**config.mk**
```make
export PLATFORM = sky130hd
export DESIGN_NAME = tdc_capture
export DESIGN_NICKNAME = d
export VERILOG_FILES = /design/src/rtl/tdc_pkg.sv /design/src/rtl/tdc_ts_fifo.sv /design/src/rtl/tdc_capture.sv
export SDC_FILE = /design/constraint.sdc
export NUM_CORES = 1
export LEC_CHECK = 0
export CORE_ASPECT_RATIO = 1.2
export CORE_UTILIZATION = 50
export CTS_CLUSTER_DIAMETER = 150
export DETAILED_ROUTE_END_ITERATION = 10
export PLACE_DENSITY = 0.71
export SLEW_MARGIN = 20
export SYNTH_ARGS = -nofsm -noshare
export SYNTH_HDL_FRONTEND = slang
export SYNTH_SLANG_ARGS = --single-unit
```
**constraint.sdc**
```tcl
create_clock -name clk -period 2.9 [get_ports clk]
set_input_delay 0.29 -clock clk [delete_from_list [all_inputs] [get_ports clk]]
set_output_delay 0.29 -clock clk [all_outputs]
set_load 0.1 [all_outputs]
```
**src/rtl/tdc_pkg.sv**
```systemverilog
// Shared widths, FSM state encoding and timestamp layout for the TDC capture block.
package tdc_pkg;

   localparam int COARSE_W_DEF = 24;
   localparam int FINE_W_DEF   = 6;
   localparam int TS_W_DEF     = 1 + COARSE_W_DEF + FINE_W_DEF;

   typedef enum logic [0:0] {
      ST_IDLE    = 1'b0,
      ST_CAPTURE = 1'b1
   } tdc_state_e;

   typedef struct packed {
      logic                    pol;
      logic [COARSE_W_DEF-1:0] coarse;
      logic [FINE_W_DEF-1:0]   fine;
   } tdc_ts_t;

endpackage

```
**src/rtl/tdc_ts_fifo.sv**
```systemverilog
// Timestamp FIFO: registered pointers with a wrap bit, flag-based full/empty,
// head word presented combinationally so it holds steady until popped.
module tdc_ts_fifo
   import tdc_pkg::*;
#(
   parameter int W     = TS_W_DEF,
   parameter int DEPTH = 4
) (
   input  logic         clk,
   input  logic         rst_n,
   input  logic         push_i,
   input  logic         pop_i,
   input  logic [W-1:0] wdata_i,
   output logic [W-1:0] rdata_o,
   output logic         full_o,
   output logic         empty_o
);

   localparam int AW = $clog2(DEPTH);

   logic [W-1:0] mem_q [DEPTH];
   logic [AW:0]  wptr_q, wptr_d;
   logic [AW:0]  rptr_q, rptr_d;
   logic         do_push, do_pop;

   assign empty_o = (wptr_q == rptr_q);
   assign full_o  = (wptr_q[AW] != rptr_q[AW]) && (wptr_q[AW-1:0] == rptr_q[AW-1:0]);

   assign do_pop  = pop_i && !empty_o;
   // A full FIFO still takes a write when the head leaves in the same cycle.
   assign do_push = push_i && (!full_o || do_pop);

   assign wptr_d = do_push ? wptr_q + 1'b1 : wptr_q;
   assign rptr_d = do_pop  ? rptr_q + 1'b1 : rptr_q;

   always_ff @(posedge clk or negedge rst_n) begin
      if (!rst_n) begin
         wptr_q <= '0;
         rptr_q <= '0;
      end else begin
         wptr_q <= wptr_d;
         rptr_q <= rptr_d;
      end
   end

   always_ff @(posedge clk) begin
      if (do_push) begin
         mem_q[wptr_q[AW-1:0]] <= wdata_i;
      end
   end

   assign rdata_o = mem_q[rptr_q[AW-1:0]];

endmodule

```
**src/rtl/tdc_capture.sv**
```systemverilog
// Edge timestamper: synchronizes signal_in, strobes the delay line and queues {pol, coarse, fine}.
// Optional macro TDC_CAPTURE_BOTH_EDGES_EN also captures falling edges (pol=0).
module tdc_capture
   import tdc_pkg::*;
#(
   parameter int COARSE_W   = COARSE_W_DEF,
   parameter int FINE_W     = FINE_W_DEF,
   parameter int FIFO_DEPTH = 4
) (
   input  logic                       clk,
   input  logic                       rst_n,
   input  logic                       signal_in,
   input  logic                       arm,
   output logic                       sample,
   input  logic [FINE_W-1:0]          fine_count,
   output logic [COARSE_W+FINE_W:0]   ts_data,
   output logic                       ts_valid,
   input  logic                       ts_ready,
   output logic                       overflow,
   input  logic                       clear_ovf
);

   localparam int TS_W = COARSE_W + FINE_W + 1;

   logic                sync1_q, sync2_q, sync3_q;
   logic                edge_rise, edge_hit, edge_pol;
   tdc_state_e          state_q, state_d;
   logic [COARSE_W-1:0] coarse_q, cap_coarse_q;
   logic                cap_pol_q;
   logic                overflow_q, overflow_d;
   logic                push, pop, ovf_evt;
   logic                fifo_full, fifo_empty;
   logic [TS_W-1:0]     push_data;

   always_ff @(posedge clk or negedge rst_n) begin
      if (!rst_n) begin
         sync1_q <= 1'b0;
         sync2_q <= 1'b0;
         sync3_q <= 1'b0;
      end else begin
         sync1_q <= signal_in;
         sync2_q <= sync1_q;
         sync3_q <= sync2_q;
      end
   end

   assign edge_rise = sync2_q & ~sync3_q;
`ifdef TDC_CAPTURE_BOTH_EDGES_EN
   logic edge_fall;
   assign edge_fall = ~sync2_q & sync3_q;
   assign edge_hit  = edge_rise | edge_fall;
   assign edge_pol  = edge_rise;
`else
   assign edge_hit  = edge_rise;
   assign edge_pol  = 1'b1;
`endif

   always_comb begin
      state_d = state_q;
      sample  = 1'b0;
      push    = 1'b0;
      if (state_q == ST_IDLE) begin
         if (arm && edge_hit) begin
            sample  = 1'b1;
            state_d = ST_CAPTURE;
         end
      end else begin
         push    = 1'b1;
         state_d = ST_IDLE;
      end
   end

   assign ts_valid  = ~fifo_empty;
   assign pop       = ts_valid & ts_ready;
   // Lost event: edge arriving while busy, or a push refused by a full FIFO with no pop alongside.
   assign ovf_evt    = ((state_q == ST_CAPTURE) && edge_hit) || (push && fifo_full && !pop);
   assign overflow_d = ovf_evt ? 1'b1 : (clear_ovf ? 1'b0 : overflow_q);
   assign overflow   = overflow_q;
   assign push_data  = {cap_pol_q, cap_coarse_q, fine_count};

   always_ff @(posedge clk or negedge rst_n) begin
      if (!rst_n) begin
         state_q      <= ST_IDLE;
         coarse_q     <= '0;
         cap_coarse_q <= '0;
         cap_pol_q    <= 1'b0;
         overflow_q   <= 1'b0;
      end else begin
         state_q    <= state_d;
         coarse_q   <= coarse_q + 1'b1;
         overflow_q <= overflow_d;
         if (sample) begin
            cap_coarse_q <= coarse_q;
            cap_pol_q    <= edge_pol;
         end
      end
   end

   tdc_ts_fifo #(
      .W     (TS_W),
      .DEPTH (FIFO_DEPTH)
   ) u_fifo (
      .clk     (clk),
      .rst_n   (rst_n),
      .push_i  (push),
      .pop_i   (pop),
      .wdata_i (push_data),
      .rdata_o (ts_data),
      .full_o  (fifo_full),
      .empty_o (fifo_empty)
   );

endmodule

```
==> out/results.txt, run 1 <==
The initial antenna violation count came out at 0. The number of setup violations in the final report was 0. The run gives 3,544 as the via count of the first global-routing pass. The area growth from synthesis to layout is 22.24%. Sort of element at the start of the critical path: a register. The area of the die is 14,420 sq um, and the site row count is 46. The floorplan core area was 13,410 sq um. The tightest hold path in the finished design has a slack of 0.3162 ns. The area share of the largest cell type after synthesis came out at 0.5341. After synthesis the cells add up to 6972 sq um. At the end of routability-driven placement, the weighted congestion stood at 0.7302. The share of synthesized area occupied by flip-flops and latches is 0.7495. Derived from the worst setup path, the maximum achievable clock frequency is 403.6 MHz. For the final instance area, the log shows 8522 sq um. After the first detailed-routing iteration, the DRC count stood at 183.

The total leakage power is 3.128 nW. After detailed routing, the total wire length is 11,360 um. The run finished with clean final reports. The max-slew headroom at the worst pin was 0.4929. The run gives 0 as the hold violation count in the final report.

The portion of the clock cycle consumed by the worst path in the final layout is 0.8545. The cell count after synthesis came out at 348. Number of buffer and inverter stages on the critical path: 2. Average instance area after synthesis: 20.03 sq um. Clock tree synthesis inserted a total of 17 buffers.

In the routed layout, each cell is associated on average with a via count of 5.437. The tools report the overall overflow remaining after global route as 0. Across the run, the number of max-cap violations was 0. The arrival time at the worst endpoint came out at 2.19 ns. The largest stage delay on the critical path is 0.65 ns. After clock tree synthesis, the clock-pin slew on the worst setup and hold paths is 0.07 ns.

For the post-route non-filler standard cell count, the log shows 591. For this run, design rule violations remaining after detail routing come to 0. Antenna violation net count after detailed routing: 0. Setup repair after global routing left no endpoint under its margin. The number of register bits inferred by synthesis is 184. The net count after synthesis was 366; the setup skew after layout was 0.007095 ns.

The tools report the effective utilization at floorplan as 0.5199. The count of inserted antenna diode cells came out at 0. For the placed standard-cell area, the log shows 7973 sq um. The total placed cells including tap cells is 558, and the chip width is 109.8 um.

The deepest clock path buffer count was 2; the level count of the clock H-tree was 4. Data on the critical path is required at its endpoint by 2.61 ns. The count of buffers added on input and output ports is 45. The cell family contributing the most delay on the critical path is buffers and inverters.

The fraction of layout cells with a size suffix above 1 was 0.3215; the highest fanout seen on the critical path was 33. STA classifies the critical path endpoint as a primary output. The tools report the number of sinks on the clock net as 184.

Power density normalized to cell area: 1070 nW/um^2. The critical path goes through buf_4, mux4_2, buf_12. In the layout the commonest cells are sky130_fd_sc_hd__edfxtp_1, sky130_fd_sc_hd__dfrtp_1, sky130_fd_sc_hd__buf_12, sky130_fd_sc_hd__mux4_2, sky130_fd_sc_hd__mux2_2.

Once the clock tree was built, the resizer swapped 0 gates to a different size. The path type of the worst min-delay path was in -> reg. The cell with the biggest individual delay on the critical path is sky130_fd_sc_hd__mux4_2. The net total in the final layout was 428; the distinct cell type count after synthesis was 29.

The clock root buffer master is sky130_fd_sc_hd__clkbuf_16. The max-slew violation total from the final report was 0. The most common cell after layout, fill and taps aside was sky130_fd_sc_hd__edfxtp_1. The final routed wire length divided by cell count was 19.21 um; the all-layer global routing usage was 0.1814. The smallest clock period supported by the final layout is computed as 2.478 ns. The first-pass GRT wire length is 19,000 um.

The critical path is of the reg -> out type. In this run the vertical extent of the chip is 131.4 um. TritonCTS built the clock tree. The total number of vias was 3,213.

Summed over all instances, the cell type with the most area after synthesis is sky130_fd_sc_hd__edfxtp_1. The detailed-routing iteration count for the pre-antenna-repair pass came out at 4. VDD sags by at most 0.0008929 V. Clock latency on the worst-skew pair, taken at its later pin, is 0.42 ns.

The tools report the pin count of the biggest net entering global routing as 34. At the pin with the least slew margin, the transition time is 0.7607 ns. By area the synthesized netlist is led by sky130_fd_sc_hd__edfxtp_1, sky130_fd_sc_hd__dfrtp_1, sky130_fd_sc_hd__mux4_2, sky130_fd_sc_hd__mux2_2, sky130_fd_sc_hd__xnor2_1.

After routing, the total negative slack on setup checks comes to 0 ns. Detailed placement finished with a half-perimeter wire length of 6880 um. The logs give 46 for the number of top-level design ports and 0 for the number of warnings reported in the yosys synthesis log.
-- layer usage --
layer	track usage	part of all wire
met5	0	0
met4	0.05111	0.0036
met3	0.05159	0.039
met2	0.2920	0.54
met1	0.2404	0.42
-- through the flow --
stage	total power, mW	util	setup WS [ns]
2_1_floorplan	5.785	-	0.4920
3_3_place_gp	7.107	0.5945	0.7957
3_5_place_dp	7.143	0.5945	0.7739
4_1_cts	9.223	0.6355	0.3548
5_1_grt	9.421	0.6355	0.2754
6_report	9.117	0.6355	0.4220
-- sequential cells by signal (all words and copies together) (netlist names) --
signal	cells
cap_coarse_q	24
cap_pol_q	1
coarse_q	24
overflow	1
state_q	1
sync1_q	1
sync2_q	1
sync3_q	1
u_fifo.mem_q	124
u_fifo.rptr_q	3
u_fifo.wptr_q	3
-- kinds of logic (layout without fill, tap and decap cells) --
family | count (synthesis) | in the layout | share of synthesized area
compound gates | 4 | 4 | 0.005205
mux | 56 | 56 | 0.1405
fa+ha+maj | 6 | 6 | 0.01077
simple gates | 49 | 49 | 0.04541
xor+xnor | 29 | 29 | 0.03643
flops | 184 | 184 | 0.7495
buf+inv | 20 | 95 | 0.01221
-- Yosys cell counts --
cell type and count:
sky130_fd_sc_hd__mux2_1 1, sky130_fd_sc_hd__nor2b_1 1, sky130_fd_sc_hd__mux4_2 31, sky130_fd_sc_hd__edfxtp_1 124, sky130_fd_sc_hd__nor4_2 1, sky130_fd_sc_hd__and3_1 4
sky130_fd_sc_hd__and4_1 2, sky130_fd_sc_hd__buf_2 8, sky130_fd_sc_hd__a41oi_1 1, sky130_fd_sc_hd__o22ai_1 1, sky130_fd_sc_hd__xnor2_1 23, sky130_fd_sc_hd__nand3_1 10
sky130_fd_sc_hd__nor4_4 2, sky130_fd_sc_hd__xor2_1 6, sky130_fd_sc_hd__nand4_4 1, sky130_fd_sc_hd__and2_1 5, sky130_fd_sc_hd__a41oi_2 1, sky130_fd_sc_hd__o21ai_0 1
sky130_fd_sc_hd__nor3_1 2, sky130_fd_sc_hd__inv_1 7, sky130_fd_sc_hd__nand2_1 12, sky130_fd_sc_hd__nor2_1 1, sky130_fd_sc_hd__or2_2 1, sky130_fd_sc_hd__ha_1 6
sky130_fd_sc_hd__dfrtp_1 60, sky130_fd_sc_hd__nand4_1 6, sky130_fd_sc_hd__mux2_2 24, sky130_fd_sc_hd__clkbuf_1 5, sky130_fd_sc_hd__nand3b_1 1
-- where the power goes --
group | internal, mW | leakage [nW] | switching [mW]
logic | 1.44 | 1.01 | 2.56
registers | 2.97 | 1.87 | 0.0757
clock network | 1.13 | 0.255 | 0.953
total | 5.53 | 3.13 | 3.58
-- layout make-up --
class,count,area [sq um]
clock buffers,20,446.7
well taps,168,210.2
flip-flops and latches,184,5226
fillers,934,4888
inverters,7,26.28
clock inverters,12,92.59
multi-input cells,144,1662
repair buffers,56,858.3
-- repair_timing --
item | 4_1_cts | 5_1_grt
endpoints found under the hold margin | 31 | 0
hold buffers | 1 | 0
buffers inserted | 0 | 0
-- path summary, 6_finish.rpt --
path | from | to | slack, ns | depth (start not counted)
max | u_fifo.rptr_q[0]$_DFFE_PN0P_ | ts_data[29] | 0.42 | 3
min | signal_in | sync1_q$_DFF_PN0_ | 0.32 | 1
max reg2reg | u_fifo.wptr_q[0]$_DFFE_PN0P_ | u_fifo.mem_q[0][13]$_DFFE_PP_ | 0.91 | 4
min reg2reg | sync1_q$_DFF_PN0_ | sync2_q$_DFF_PN0_ | 0.34 | 0
max in group asynchronous | rst_n | coarse_q[7]$_DFF_PN0_ | 1.68 | 3
min in group asynchronous | rst_n | cap_coarse_q[22]$_DFFE_PN0P_ | 0.48 | 2
Note: power is estimated with default switching activity, not from simulation.
==> inputs of run 2 (changes only) <==
Settings changed: REMOVE_ABC_BUFFERS set to 1.
==> out/results.txt, run 2 (same netlist as run 1, synthesis figures left out) <==
Setup repair after global routing left no endpoint under its margin. The logs give 0 (unchanged) for the overall overflow remaining after global route and 0 (unchanged) for the post-CTS setup buffer count. The transition at the pin with the smallest max-transition slack works out to 0.6548 ns (-0.1059 ns).

The portion of total power attributed to combinational logic came out at 0.433 (-0.005). The flow ran to the end, and the final reports show no timing, DRC or antenna violations. Clock network latency to the later pin of the worst-skew pair: 0.42 ns (about the same). Sequential power share: 0.332 (-0.002). The power density normalized to cell area was 1075 nW/um^2 (+0.46%). CTS placed an instance of sky130_fd_sc_hd__clkbuf_16 at the clock tree root. For the antenna violation net count after detailed routing, the log shows 0 (unchanged). The final routed wire length divided by cell count is 18.53 um (-3.6%), and the placed standard-cell area is 7980 sq um (about the same).

The run gives 14,420 sq um (unchanged) as the area of the die. The logs give 1662 sq um (unchanged) for the area of the multi-input gates and 0 (unchanged) for the number of gates resized after cts. For the final instance area, the log shows 8551 sq um (+0.34%).

The critical path is of the reg -> out type. The post-CTS clock slew at the launch and capture registers of the worst setup and hold paths works out to 0.06 ns (about the same). The minimum clock period was 2.516 ns (+0.03829 ns); the number of input and output port buffers inserted was 45 (unchanged). The peak ir drop on the vdd network is 0.0008929 V (about the same), and the highest fanout seen on the critical path is 31 (-6.1%). For the number of remaining DRC errors, the log shows 0 (unchanged). The run gives 0 (unchanged) as the hold violation count in the final report.

The via density per instance was 5.500 (+1.2%). The tools report the number of top-level design ports as 46 (unchanged). The area growth from synthesis to layout is 22.65%. In this run the worst hold path is classified as in -> reg. The library cell used most frequently in the layout, excluding fill and tap cells, is sky130_fd_sc_hd__edfxtp_1. The switching share of power works out to 0.3969 (+0.003813). The worst setup slack before clock tree synthesis was 0.7213 ns (-0.05266 ns); the portion of the clock cycle consumed by the worst path in the final layout was 0.8677 (+0.01320). The via count of the first global-routing pass came out at 3,443 (-2.8%).

The first-pass GRT wire length was 18,060 um (-4.9%); the total number of vias was 3,256 (+1.3%). In the layout the commonest cells are sky130_fd_sc_hd__edfxtp_1, sky130_fd_sc_hd__dfrtp_1, sky130_fd_sc_hd__buf_12, sky130_fd_sc_hd__mux4_2, sky130_fd_sc_hd__mux2_2. The effective utilization at floorplan was 0.5199 (unchanged); the net total in the final layout was 429 (+0.23%).

The TritonCTS buffer count came out at 17 (unchanged). The highest achievable clock rate is 397.4 MHz (-1.5%), and the number of sinks on the clock net is 184 (unchanged). The number of flip-flops under the largest register name was 124 (unchanged); the chip width was 109.8 um (unchanged).

Data required time at the worst endpoint: 2.61 ns (about the same). TritonCTS built the clock tree. The tools report the level count of the clock H-tree as 4 (unchanged). The fraction of layout cells with a size suffix above 1 is 0.3278 (+0.006317), and the floorplan core area is 13,410 sq um (unchanged). The run gives 2 (unchanged) as the deepest clock path buffer count. The total leakage power is 3.158 nW (+0.95%). The run gives 0.5635 (+0.07061) as the max-slew headroom at the worst pin. The global placement routability congestion came out at 0.7351 (+0.67%). The vertical extent of the die works out to 131.4 um (unchanged). The count of hold buffers inserted by post-cts repair was 1 (unchanged); the max-capacitance violation count was 0 (unchanged). The total net switching power is 3.648 mW (+1.8%). For the arrival time at the worst endpoint, the log shows 2.23 ns (+0.04 ns). The final worst slack is 0.3837 ns (-0.03829 ns). For the setup total negative slack, the log shows 0 ns (unchanged). The max-slew violation total from the final report came out at 0 (unchanged).

The cell internal power dissipation is 5.542 mW (+0.17%), and the number of setup violations in the final report is 0 (unchanged). The count of inserted antenna diode cells was 0 (unchanged). Site row count: 46 (unchanged). Part of the total power dissipated in the clock network: 0.235 (+0.007). The number of inserted filler cells in the final layout came out at 931 (-0.32%). For the setup skew after layout, the log shows 0.009412 ns (+0.002317 ns). The tools report the number of DRC markers in iteration 0 as 112 (-39%).

The tools report the pin count of the biggest net entering global routing as 34 (unchanged). The run gives 5226 sq um (unchanged) as the sequential cell area in the final layout. The all-layer global routing usage is 0.1724 (-0.008959), and the post-DP HPWL is 6872 um (-0.12%). STA classifies the critical path endpoint as a primary output. The tools report the detailed-routing iteration count for the pre-antenna-repair pass as 4 (unchanged). The initial antenna violation count was 0 (unchanged).

The total wire length was 10,970 um (-3.4%). The sort of element at the start of the critical path is a register. The tools report the total chip power as 9.190 mW (+0.80%).
-- run 2: cell count changes in the layout (fill, tap and decap cells not counted) --
cell                         previous run  this run
sky130_fd_sc_hd__clkbuf_1               2         1
sky130_fd_sc_hd__buf_4                 11        12
sky130_fd_sc_hd__inv_6                  4         3
sky130_fd_sc_hd__clkinv_4               3         5
sky130_fd_sc_hd__clkinvlp_4             3         0
sky130_fd_sc_hd__clkbuf_8               1         0
sky130_fd_sc_hd__clkinv_1               1         0
sky130_fd_sc_hd__inv_8                  0         5
-- run 2: worst paths after layout --
| kind | from | end | slack [ns] | depth (start not counted) |
|---|---|---|---|---|
| worst max-delay path | u_fifo.rptr_q[0]$_DFFE_PN0P_ | ts_data[24] | 0.38 | 3 |
| worst min-delay path | signal_in | sync1_q$_DFF_PN0_ | 0.30 | 1 |
| worst max register to register | u_fifo.wptr_q[0]$_DFFE_PN0P_ | u_fifo.mem_q[3][24]$_DFFE_PP_ | 0.93 | 4 |
| worst min register to register | sync1_q$_DFF_PN0_ | sync2_q$_DFF_PN0_ | 0.35 | 0 |
| max in group asynchronous | rst_n | coarse_q[23]$_DFF_PN0_ | 1.61 | 3 |
| min in group asynchronous | rst_n | state_q$_DFF_PN0_ | 0.43 | 2 |
-- run 2: power by group through the flow --
stage / registers, mW / clock network, mW / logic (mW)
after floorplan: 3.24 / 0 / 2.51
after global routing: 3.06 / 2.30 / 4.11
final: 3.05 / 2.16 / 3.98
after global placement: 3.09 / 0 / 4.00
after detailed placement: 3.11 / 0 / 4.02
after CTS: 3.05 / 2.20 / 4.03
-- run 2: routing by layer --
metal / track usage / share of wire
met5: 0 / 0
met2: 0.2802 / 0.54
met4: 0.06370 / 0.014
met3: 0.04216 / 0.023
met1: 0.2239 / 0.42
-- run 2: cell type report --
class                      instances  share of cell area
clock buffer                      18             0.05019
clock inverter                    14             0.01536
inverter                           7            0.003073
multi-input combinational        144              0.1943
sequential                       184              0.6112
tap                              168             0.02458
timing repair buffer              57              0.1013
-- run 2: critical path, cell delays in order (launching register included) --
cell,delay [ns]
sky130_fd_sc_hd__dfrtp_2,0.40
sky130_fd_sc_hd__buf_4,0.55
sky130_fd_sc_hd__mux4_2,0.64
sky130_fd_sc_hd__buf_12,0.19
-- run 2: per-stage QoR --
step                cells  hold WS [ns]    util
floorplan             335     -0.005591       -
global placement      559        0.3361  0.5951
detailed placement    559        0.3362  0.5951
CTS                   592        0.2935  0.6376
global route          592        0.3067  0.6376
finish                592        0.3027  0.6376
==> inputs of run 3 (changes only) <==
Settings changed: CTS_CLUSTER_DIAMETER 150 to not set, MAX_ROUTING_LAYER set to met4.
==> out/results.txt, run 3 (same netlist as run 1, synthesis figures left out) <==
For the part of the total power dissipated in the clock network, the log shows 0.235 (about the same). For the detailed-routing iteration count for the pre-antenna-repair pass, the log shows 4 (unchanged). The sort of element at the start of the critical path was a register. Area of the multi-input gates: 1662 sq um (unchanged).

The number of gates resized after cts is 0 (unchanged). The number of remaining DRC errors is 0 (unchanged), and the hold path depth is 1 (unchanged). For the highest achievable clock rate, the log shows 397.9 MHz (+0.12%). The net total in the final layout is 429 (unchanged). The via density per instance works out to 5.503 (about the same). The data required time at the worst endpoint is 2.61 ns (about the same). The number of input and output port buffers inserted is 45 (unchanged).

The cell with the biggest individual delay on the critical path is sky130_fd_sc_hd__mux4_2. The TritonCTS buffer count came out at 17 (unchanged). The largest stage delay on the critical path was 0.64 ns (about the same). The power density normalized to cell area was 1075 nW/um^2 (about the same). Fraction of layout cells with a size suffix above 1: 0.3278 (unchanged).

The run gives 2.22 ns (about the same) as the arrival time at the worst endpoint. The total placed cells including tap cells was 559 (unchanged). The path class of the tightest hold or removal check is in -> reg. The number of flip-flops under the largest register name was 124 (unchanged); the final routed wire length divided by cell count was 18.52 um (about the same).

Via count of the first global-routing pass: 3,440 (-0.087%). The run gives 0.2799 (-0.0003472) as the met2 track demand over resource. The minimum clock period is 2.513 ns (-0.003003 ns), and the transition at the pin with the smallest max-transition slack is 0.6541 ns (-0.0007440 ns). For the post-CTS setup buffer count, the log shows 0 (unchanged). The global placement routability congestion was 0.7442 (+1.2%); the peak ir drop on the vdd network was 0.0008929 V (about the same).

The cell internal power dissipation was 5.542 mW (about the same). The tools report the max-slew violation total from the final report as 0 (unchanged). The run gives 14,420 sq um (unchanged) as the area of the die. The floorplan core area was 13,410 sq um (unchanged).

The highest fanout seen on the critical path works out to 31 (unchanged). For the number of inserted filler cells in the final layout, the log shows 931 (unchanged). The number of top-level design ports was 46 (unchanged). The critical path is of the reg -> out type. Setup repair after global routing left no endpoint under its margin. Post-DP HPWL: 6872 um (unchanged). The hold violation count in the final report was 0 (unchanged). The signal on the critical path passes through buf_4, mux4_2, buf_12. The total wire length was 10,960 um (about the same); the post-CTS clock slew at the launch and capture registers of the worst setup and hold paths was 0.06 ns (about the same).

The run gives 0.43 ns (about the same) as the clock network latency to the later pin of the worst-skew pair. The share of the core filled with cells in the final layout was 0.6376 (unchanged). TritonCTS built the clock tree. The tools report the flop-to-flop setup slack as 0.93 ns (about the same). The portion of the clock cycle consumed by the worst path in the final layout is 0.8666 (-0.001036), and the antenna violation net count after detailed routing is 0 (unchanged). In this run the most critical hold path is launched from signal_in. The total number of vias came out at 3,258 (+0.061%). For the portion of total power attributed to combinational logic, the log shows 0.433 (about the same). The number of sinks on the clock net is 184 (unchanged). The met3 track demand over resource was 0.04216 (unchanged). Number of setup violations in the final report: 0 (unchanged). The run gives 0.5640 (about the same) as the max-slew headroom at the worst pin. Leaving out fill and tap cells, the most frequent cell in the layout is sky130_fd_sc_hd__edfxtp_1. The count of hold buffers inserted by post-cts repair was 1 (unchanged); the fraction of met1 tracks used by global routing was 0.2249 (+0.001066).

Sequential cell area in the final layout: 5226 sq um (unchanged). The chip width was 109.8 um (unchanged); the tightest hold margin was 0.3034 ns (+0.0006930 ns). The worst-case reg-to-reg path depth came out at 4 (unchanged). The run gives 46 (unchanged) as the site row count. The number of DRC markers in iteration 0 came out at 118 (+5.4%). The run finished with clean final reports. The effective utilization at floorplan was 0.5199 (unchanged); the total net switching power was 3.646 mW (about the same). The layer with the highest usage is met2.

Vertical extent of the die: 131.4 um (unchanged). The logs give 0.332 (about the same) for the sequential power share and 3.158 nW (unchanged) for the total leakage power. The endpoint kind of the worst setup timing path was a primary output.

The deepest clock path buffer count came out at 2 (unchanged). The tree is rooted in a sky130_fd_sc_hd__clkbuf_16. For the level count of the clock H-tree, the log shows 4 (unchanged). The overall overflow remaining after global route is 0 (unchanged), and the post-route non-filler standard cell count is 592 (unchanged).

Setup skew after layout: 0.007414 ns (-0.001997 ns). The capture endpoint of the worst hold path was sync1_q$_DFF_PN0_. The count of inserted antenna diode cells is 0 (unchanged), and the initial antenna violation count is 0 (unchanged). In this run the critical register-to-register path is captured at u_fifo.mem_q[3][24]$_DFFE_PP_. The run gives 18,090 um (+0.15%) as the first-pass GRT wire length. The pin count of the biggest net entering global routing was 34 (unchanged); the area growth from synthesis to layout was 22.65% (unchanged). The run gives 0.1777 (+0.005283) as the all-layer global routing usage. The max-capacitance violation count is 0 (unchanged), and the switching share of power is 0.3968 (about the same). The setup total negative slack was 0 ns (unchanged). The worst register-to-register path begins at u_fifo.wptr_q[0]$_DFFE_PN0P_. In the layout the commonest cells are sky130_fd_sc_hd__edfxtp_1, sky130_fd_sc_hd__dfrtp_1, sky130_fd_sc_hd__buf_12, sky130_fd_sc_hd__mux4_2, sky130_fd_sc_hd__mux2_2.
==> run 3: cell counts in the layout (fill, tap and decap cells not counted) <==
No cell type changed its count.
==> run 3: layer usage <==
layer	vias to the layer above	share of wire
met1	1717	0.42
met4	0	0.015
met2	40	0.54
met5	-	0
li1	1484	-
met3	17	0.026
==> run 3: worst max path at each step <==
stage / startpoint / end / slack [ns] / cells past startpoint
final: u_fifo.rptr_q[0]$_DFFE_PN0P_ / ts_data[24] / 0.39 / 3
after global routing: u_fifo.rptr_q[0]$_DFFE_PN0P_ / ts_data[20] / 0.25 / 3
after CTS: u_fifo.rptr_q[0]$_DFFE_PN0P_ / ts_data[20] / 0.31 / 3
after detailed placement: ts_ready / u_fifo.mem_q[3][25]$_DFFE_PP_ / 0.72 / 5
after global placement: ts_ready / u_fifo.mem_q[3][16]$_DFFE_PP_ / 0.73 / 5
after floorplan: u_fifo.rptr_q[0]$_DFFE_PN0P_ / u_fifo.rptr_q[1]$_DFFE_PN0P_ / -0.49 / 4
==> run 3: per-stage QoR <==
stage	setup WS (ns)	area, sq um	power, mW
6_report	0.3867	8551	9.188
5_1_grt	0.2511	8551	9.478
4_1_cts	0.3130	8551	9.276
3_5_place_dp	0.7213	7980	7.129
3_3_place_gp	0.7281	7980	7.096
2_1_floorplan	-0.4936	6913	5.751
==> run 3: final cells by class <==
class | count | share of cell area
Sequential cell | 184 | 0.6112
Multi-Input combinational cell | 144 | 0.1943
Timing Repair Buffer | 57 | 0.1013
Clock buffer | 18 | 0.05019
Tap cell | 168 | 0.02458
Clock inverter | 14 | 0.01536
Inverter | 7 | 0.003073
==> run 3: worst max-delay path, delay by kind of cell (launching register included) <==
family,cells,cell delay [ns]
buf+inv,2,0.74
mux,1,0.64
flops,1,0.40
==> run 3: power by group through the flow <==
| stage | Clock [mW] | Sequential, mW | Combinational [mW] |
|---|---|---|---|
| 6_report | 2.16 | 3.05 | 3.98 |
| 3_3_place_gp | 0 | 3.09 | 4.00 |
| 5_1_grt | 2.30 | 3.06 | 4.11 |
| 4_1_cts | 2.20 | 3.05 | 4.03 |
| 3_5_place_dp | 0 | 3.11 | 4.02 |
| 2_1_floorplan | 0 | 3.24 | 2.51 |
==> patch 1, RTL diff (settings of run 3) <==
Add a define of `TDC_CAPTURE_BOTH_EDGES_EN`.
--- a/src/rtl/tdc_capture.sv
+++ b/src/rtl/tdc_capture.sv
@@ -1,5 +1,7 @@
 // Edge timestamper: synchronizes signal_in, strobes the delay line and queues {pol, coarse, fine}.
 // Optional macro TDC_CAPTURE_BOTH_EDGES_EN also captures falling edges (pol=0).
+`define TDC_CAPTURE_BOTH_EDGES_EN
+
 module tdc_capture
    import tdc_pkg::*;
 #(
Function: changed (Yosys sat finds a counterexample within 4 cycles, from zero or initial values and one cycle with rst_n low).
==> patch 1 against run 3 <==
  * Fmax up 10%
  * Worst setup slack better by 0.23 ns
  * Register-to-register slack better by 0.02 ns
  * Synthesized cell count up 0.29%
  * Critical endpoint is now ts_data[8]
  * Cell area up 0.54%
  * Wire length up 1.6%
  * Power up 5.1%
  * Synthesized area up 0.66%
  * Highest routed layer unchanged
  * Sequential cell count unchanged
  * Critical path type unchanged
  * Via count down 0.31%
==> patch 1: results (changes against run 3) <==
Critical path
  • Worst path arrival time: 1.99 ns (was 2.22 ns)
  • Setup crit end: ts_data[8] (was ts_data[24])
  • RR Endpoint: u_fifo.mem_q[3][16]$_DFFE_PP_ (was u_fifo.mem_q[3][24]$_DFFE_PP_)
  • R2R Path Start: u_fifo.rptr_q[2]$_DFFE_PN0P_ (was u_fifo.wptr_q[0]$_DFFE_PN0P_)
  • CP peak stage delay: 0.60 ns (was 0.64 ns)

Global routing
  • GRT Total Usage: 17.9% (was 17.8%)
  • Global-route wire length before repair: 18.2 mm (was 18.1 mm)

Place
  • GPL Wtd Cong: 0.817 (was 0.744)
  • Post-Place Worst Slack: 0.746 ns (was 0.721 ns)
  • Inst Count DP: 563 (was 559)

Synth
  • Multiplexer share of the synthesized area: 14.1% (about the same)
  • Number of distinct library cells after synthesis: 31 (was 29)
  • Synth Area in Compound Gates: 0.517% (was 0.520%)
  • Synthesized-area fraction occupied by adder cells: 1.25% (was 1.08%)
  • Sequential area share after synthesis: 74.5% (was 74.9%)
  • Post-Synth XOR/XNOR Area: 3.83% (was 3.64%)
  • Synth area leaders: edfxtp_1, dfrtp_1, mux4_2, mux2_2, xnor2_1 (unchanged)
  • Syn Inst Count: 349 (was 348)

Timing
  • Slew @ Worst Pin: 0.514 ns (was 0.654 ns)
  • Clk_skew: 0.0117 ns (was 0.00741 ns)
  • Final min period: 2.28 ns (was 2.51 ns)

Pwr
  • Clock share of power: 22.3% (was 23.5%)
  • Switching Fraction: 39.6% (was 39.7%)
  • Worst vdd ir: 0.889 mV (was 0.893 mV)
  • Pleak: 3.25 nW (was 3.16 nW)
  • Seq pwr share: 32.8% (was 33.2%)

Cells and area
  • Fraction of layout instances using a drive strength above 1: 33.6% (was 32.8%)
  • Finished Layout Cells: 596 (was 592)
  • Nets: 431 (was 429)
  • Fillers: 976 (was 931)

Routing
  • Drt initial violations: 162 (was 118)
  • Routed wire length: 11.1 mm (was 11.0 mm)
  • Vias: 3248 (was 3258)

Status
  • Run status: completed (unchanged)
patch 1: final cells by class:
cell class | instances | area (sq um) | area share, %
sequential | 184 | 5230 | 60.8
multi-input combinational | 143 | 1700 | 19.7
timing repair buffer | 56 | 858 | 9.98
clock buffer | 21 | 479 | 5.57
tap | 171 | 214 | 2.49
clock inverter | 11 | 85.1 | 0.990
inverter | 10 | 37.5 | 0.437
patch 1: kinds of logic after synthesis:
family          after synthesis
flops                       184
fa+ha+maj                     7
xor+xnor                     29
mux                          57
simple gates                 46
compound gates                4
buf+inv                      22
patch 1: routing by layer:
metal	track usage [%]	vias up	part of all wire (%)
li1	-	1476	-
met1	22.4	1705	42
met2	28.6	53	53
met3	3.56	14	2.6
met4	7.02	0	1.9
met5	-	-	0
patch 1: what timing repair did:
item | 4_1_cts | 5_1_grt
buffers inserted | 0 | 0
endpoints found under the setup margin | 0 | 0
hold buffers | 1 | 0
hold endpoints to repair | 15 | 0
==> patch 2, RTL diff (config.mk and constraints of run 3) <==
Without the edit above. Put one more register stage on the output `overflow`. The value now appears one clock later. The other outputs are not delayed to match.
--- a/src/rtl/tdc_capture.sv
+++ b/src/rtl/tdc_capture.sv
@@ -75,7 +75,9 @@
    // Lost event: edge arriving while busy, or a push refused by a full FIFO with no pop alongside.
    assign ovf_evt    = ((state_q == ST_CAPTURE) && edge_hit) || (push && fifo_full && !pop);
    assign overflow_d = ovf_evt ? 1'b1 : (clear_ovf ? 1'b0 : overflow_q);
-   assign overflow   = overflow_q;
+   always_ff @(posedge clk) begin
+      overflow <= overflow_q;
+   end
    assign push_data  = {cap_pol_q, cap_coarse_q, fine_count};
 
    always_ff @(posedge clk or negedge rst_n) begin
Behaviour: no difference found for any inputs over 10 cycles, from zero or initial values and one cycle with rst_n low; that may be too few to reach the edited logic, so the function may still have changed.
==> patch 2 against run 3 <==
  * Wire length is 1.8% higher
  * Critical path type unchanged
  * Worst setup slack better by 0.11 ns
  * Largest cell class unchanged
  * Critical path depth stayed put
  * Largest power group unchanged
  * Cell area is 0.28% higher
  * Critical endpoint is now ts_data[15]
  * Synthesized cell count is 0.29% higher
  * Sequential cell count is 1 higher
  * Combinational power hardly changed
  * Power is 1.2% higher
  * Highest routed layer unchanged
  * Sequential power is 2% higher
  * Count of clock-buffer cells in the layout stayed put
  * Synthesized area is 0.29% higher
==> patch 2: results (changes against run 3) <==
Status
  • Run status: completed (unchanged)

Synth
  • Sequential area share after synthesis: 75.0% (was 74.9%)
  • Top post-synthesis cells by count: edfxtp_1, dfrtp_1, mux4_2 (unchanged)
  • Async S/R FF share, synth: 32.4% (was 32.6%)
  • Number of distinct library cells after synthesis: 30 (was 29)
  • Synth area leaders: edfxtp_1, dfrtp_1, mux4_2, mux2_2, xnor2_1 (unchanged)

Place
  • DP HPWL: 6.51 mm (was 6.87 mm)
  • IO buf count: 45 (unchanged)
  • GPL Wtd Cong: 0.774 (was 0.744)
  • Area post-placement: 0.00799 sq mm (was 0.00798 sq mm)

Global routing
  • Met1 usage: 23.5% (was 22.5%)
  • Global-route wire length before repair: 18.5 mm (was 18.1 mm)
  • GRT Total Usage: 18.1% (was 17.8%)
  • Met2 GRT Util: 27.5% (was 28.0%)
  • Largest net degree at the start of global routing: 48 (was 34)
  • GR Util met3: 3.17% (was 4.22%)
  • Vias in the first global route: 3371 (was 3440)

Pwr
  • Seq pwr share: 33.4% (was 33.2%)
  • NetSw: 3.59 mW (was 3.65 mW)
  • Clock share of power: 23.9% (was 23.5%)
  • Worst vdd ir: 0.643 mV (was 0.893 mV)
  • Overall Power: 9.30 mW (was 9.19 mW)
  • Pleak: 3.15 nW (was 3.16 nW)

Critical path
  • Worst path arrival time: 2.12 ns (was 2.22 ns)
  • RR Endpoint: u_fifo.mem_q[3][5]$_DFFE_PP_ (was u_fifo.mem_q[3][24]$_DFFE_PP_)
  • CP max FO: 24 (was 31)
  • Flop2flop setup slack: 0.77 ns (was 0.93 ns)
  • R2R Path Start: u_fifo.rptr_q[0]$_DFFE_PN0P_ (was u_fifo.wptr_q[0]$_DFFE_PN0P_)

Timing
  • Clk_skew: 0.00734 ns (was 0.00741 ns)
  • Worst slew margin: 57.8% (was 56.4%)

Routing
  • Wirelength per Cell: 18.9 um (was 18.5 um)
  • WL met2: 5.75 mm (was 5.95 mm)
  • Met1 wire length: 4.87 mm (was 4.57 mm)
  • Drt initial violations: 146 (was 118)
  • Vias: 3197 (was 3258)
  • Met3 WL: 258 um (was 284 um)

Clocking
  • Clock Root Buffer: clkbuf_16 (unchanged)
  • Post-cts sizing count: 0 (unchanged)
  • Post-CTS Repair Setup Buffers: 0 (unchanged)

Hold path
  • Worst hold path class: in -> async (was in -> reg)

Cells and area
  • Nets: 427 (was 429)
  • Diode count: 0 (unchanged)
  • Fraction of layout instances using a drive strength above 1: 32.0% (was 32.8%)
  • Fillers: 909 (was 931)
patch 2: changes by cell type after synthesis, sizes merged:
cell   before  now
dfxtp       0    1
patch 2: how the worst max path moves through the flow:
stage,start,to
2_1_floorplan,u_fifo.rptr_q[0]$_DFFE_PN0P_,u_fifo.rptr_q[1]$_DFFE_PN0P_
3_3_place_gp,u_fifo.rptr_q[0]$_DFFE_PN0P_,u_fifo.mem_q[3][29]$_DFFE_PP_
3_5_place_dp,u_fifo.rptr_q[0]$_DFFE_PN0P_,u_fifo.mem_q[3][29]$_DFFE_PP_
4_1_cts,u_fifo.rptr_q[0]$_DFFE_PN0P_,ts_data[15]
5_1_grt,u_fifo.rptr_q[0]$_DFFE_PN0P_,ts_data[15]
6_report,u_fifo.rptr_q[0]$_DFFE_PN0P_,ts_data[15]
patch 2: stage by stage:
step | std cells | setup slack, ns | hold slack, ns | TNS, ns
after floorplan | 336 | -0.494 | -0.00559 | -48.87
after global placement | 557 | 0.801 | 0.205 | 0
after detailed placement | 557 | 0.765 | 0.203 | 0
after CTS | 590 | 0.442 | 0.291 | 0
after global routing | 590 | 0.386 | 0.322 | 0
final | 590 | 0.493 | 0.306 | 0
patch 2: logic make-up after synthesis:
family	share of synthesized area, %
DFF	75.0
and+or+nand+nor	4.53
muxes	14.0
AOI/OAI and AO/OA	0.519
xor gates and xnor gates	3.63
adders and majority gates	1.07
buffers and inverters	1.22
patch 2: area by class of cell:
type	count	area [sq um]	share of cell area (%)
sequential	185	5250	61.2
multi-input combinational	144	1660	19.4
timing repair buffer	54	856	9.98
clock buffer	18	429	5.01
tap	168	210	2.45
clock inverter	14	145	1.69
inverter	7	26.3	0.306
patch 2: critical path, stage by stage (launching register included):
cell     delay [ns]
dfrtp_2        0.62
buf_12         0.28
mux4_2         0.59
buf_12         0.19
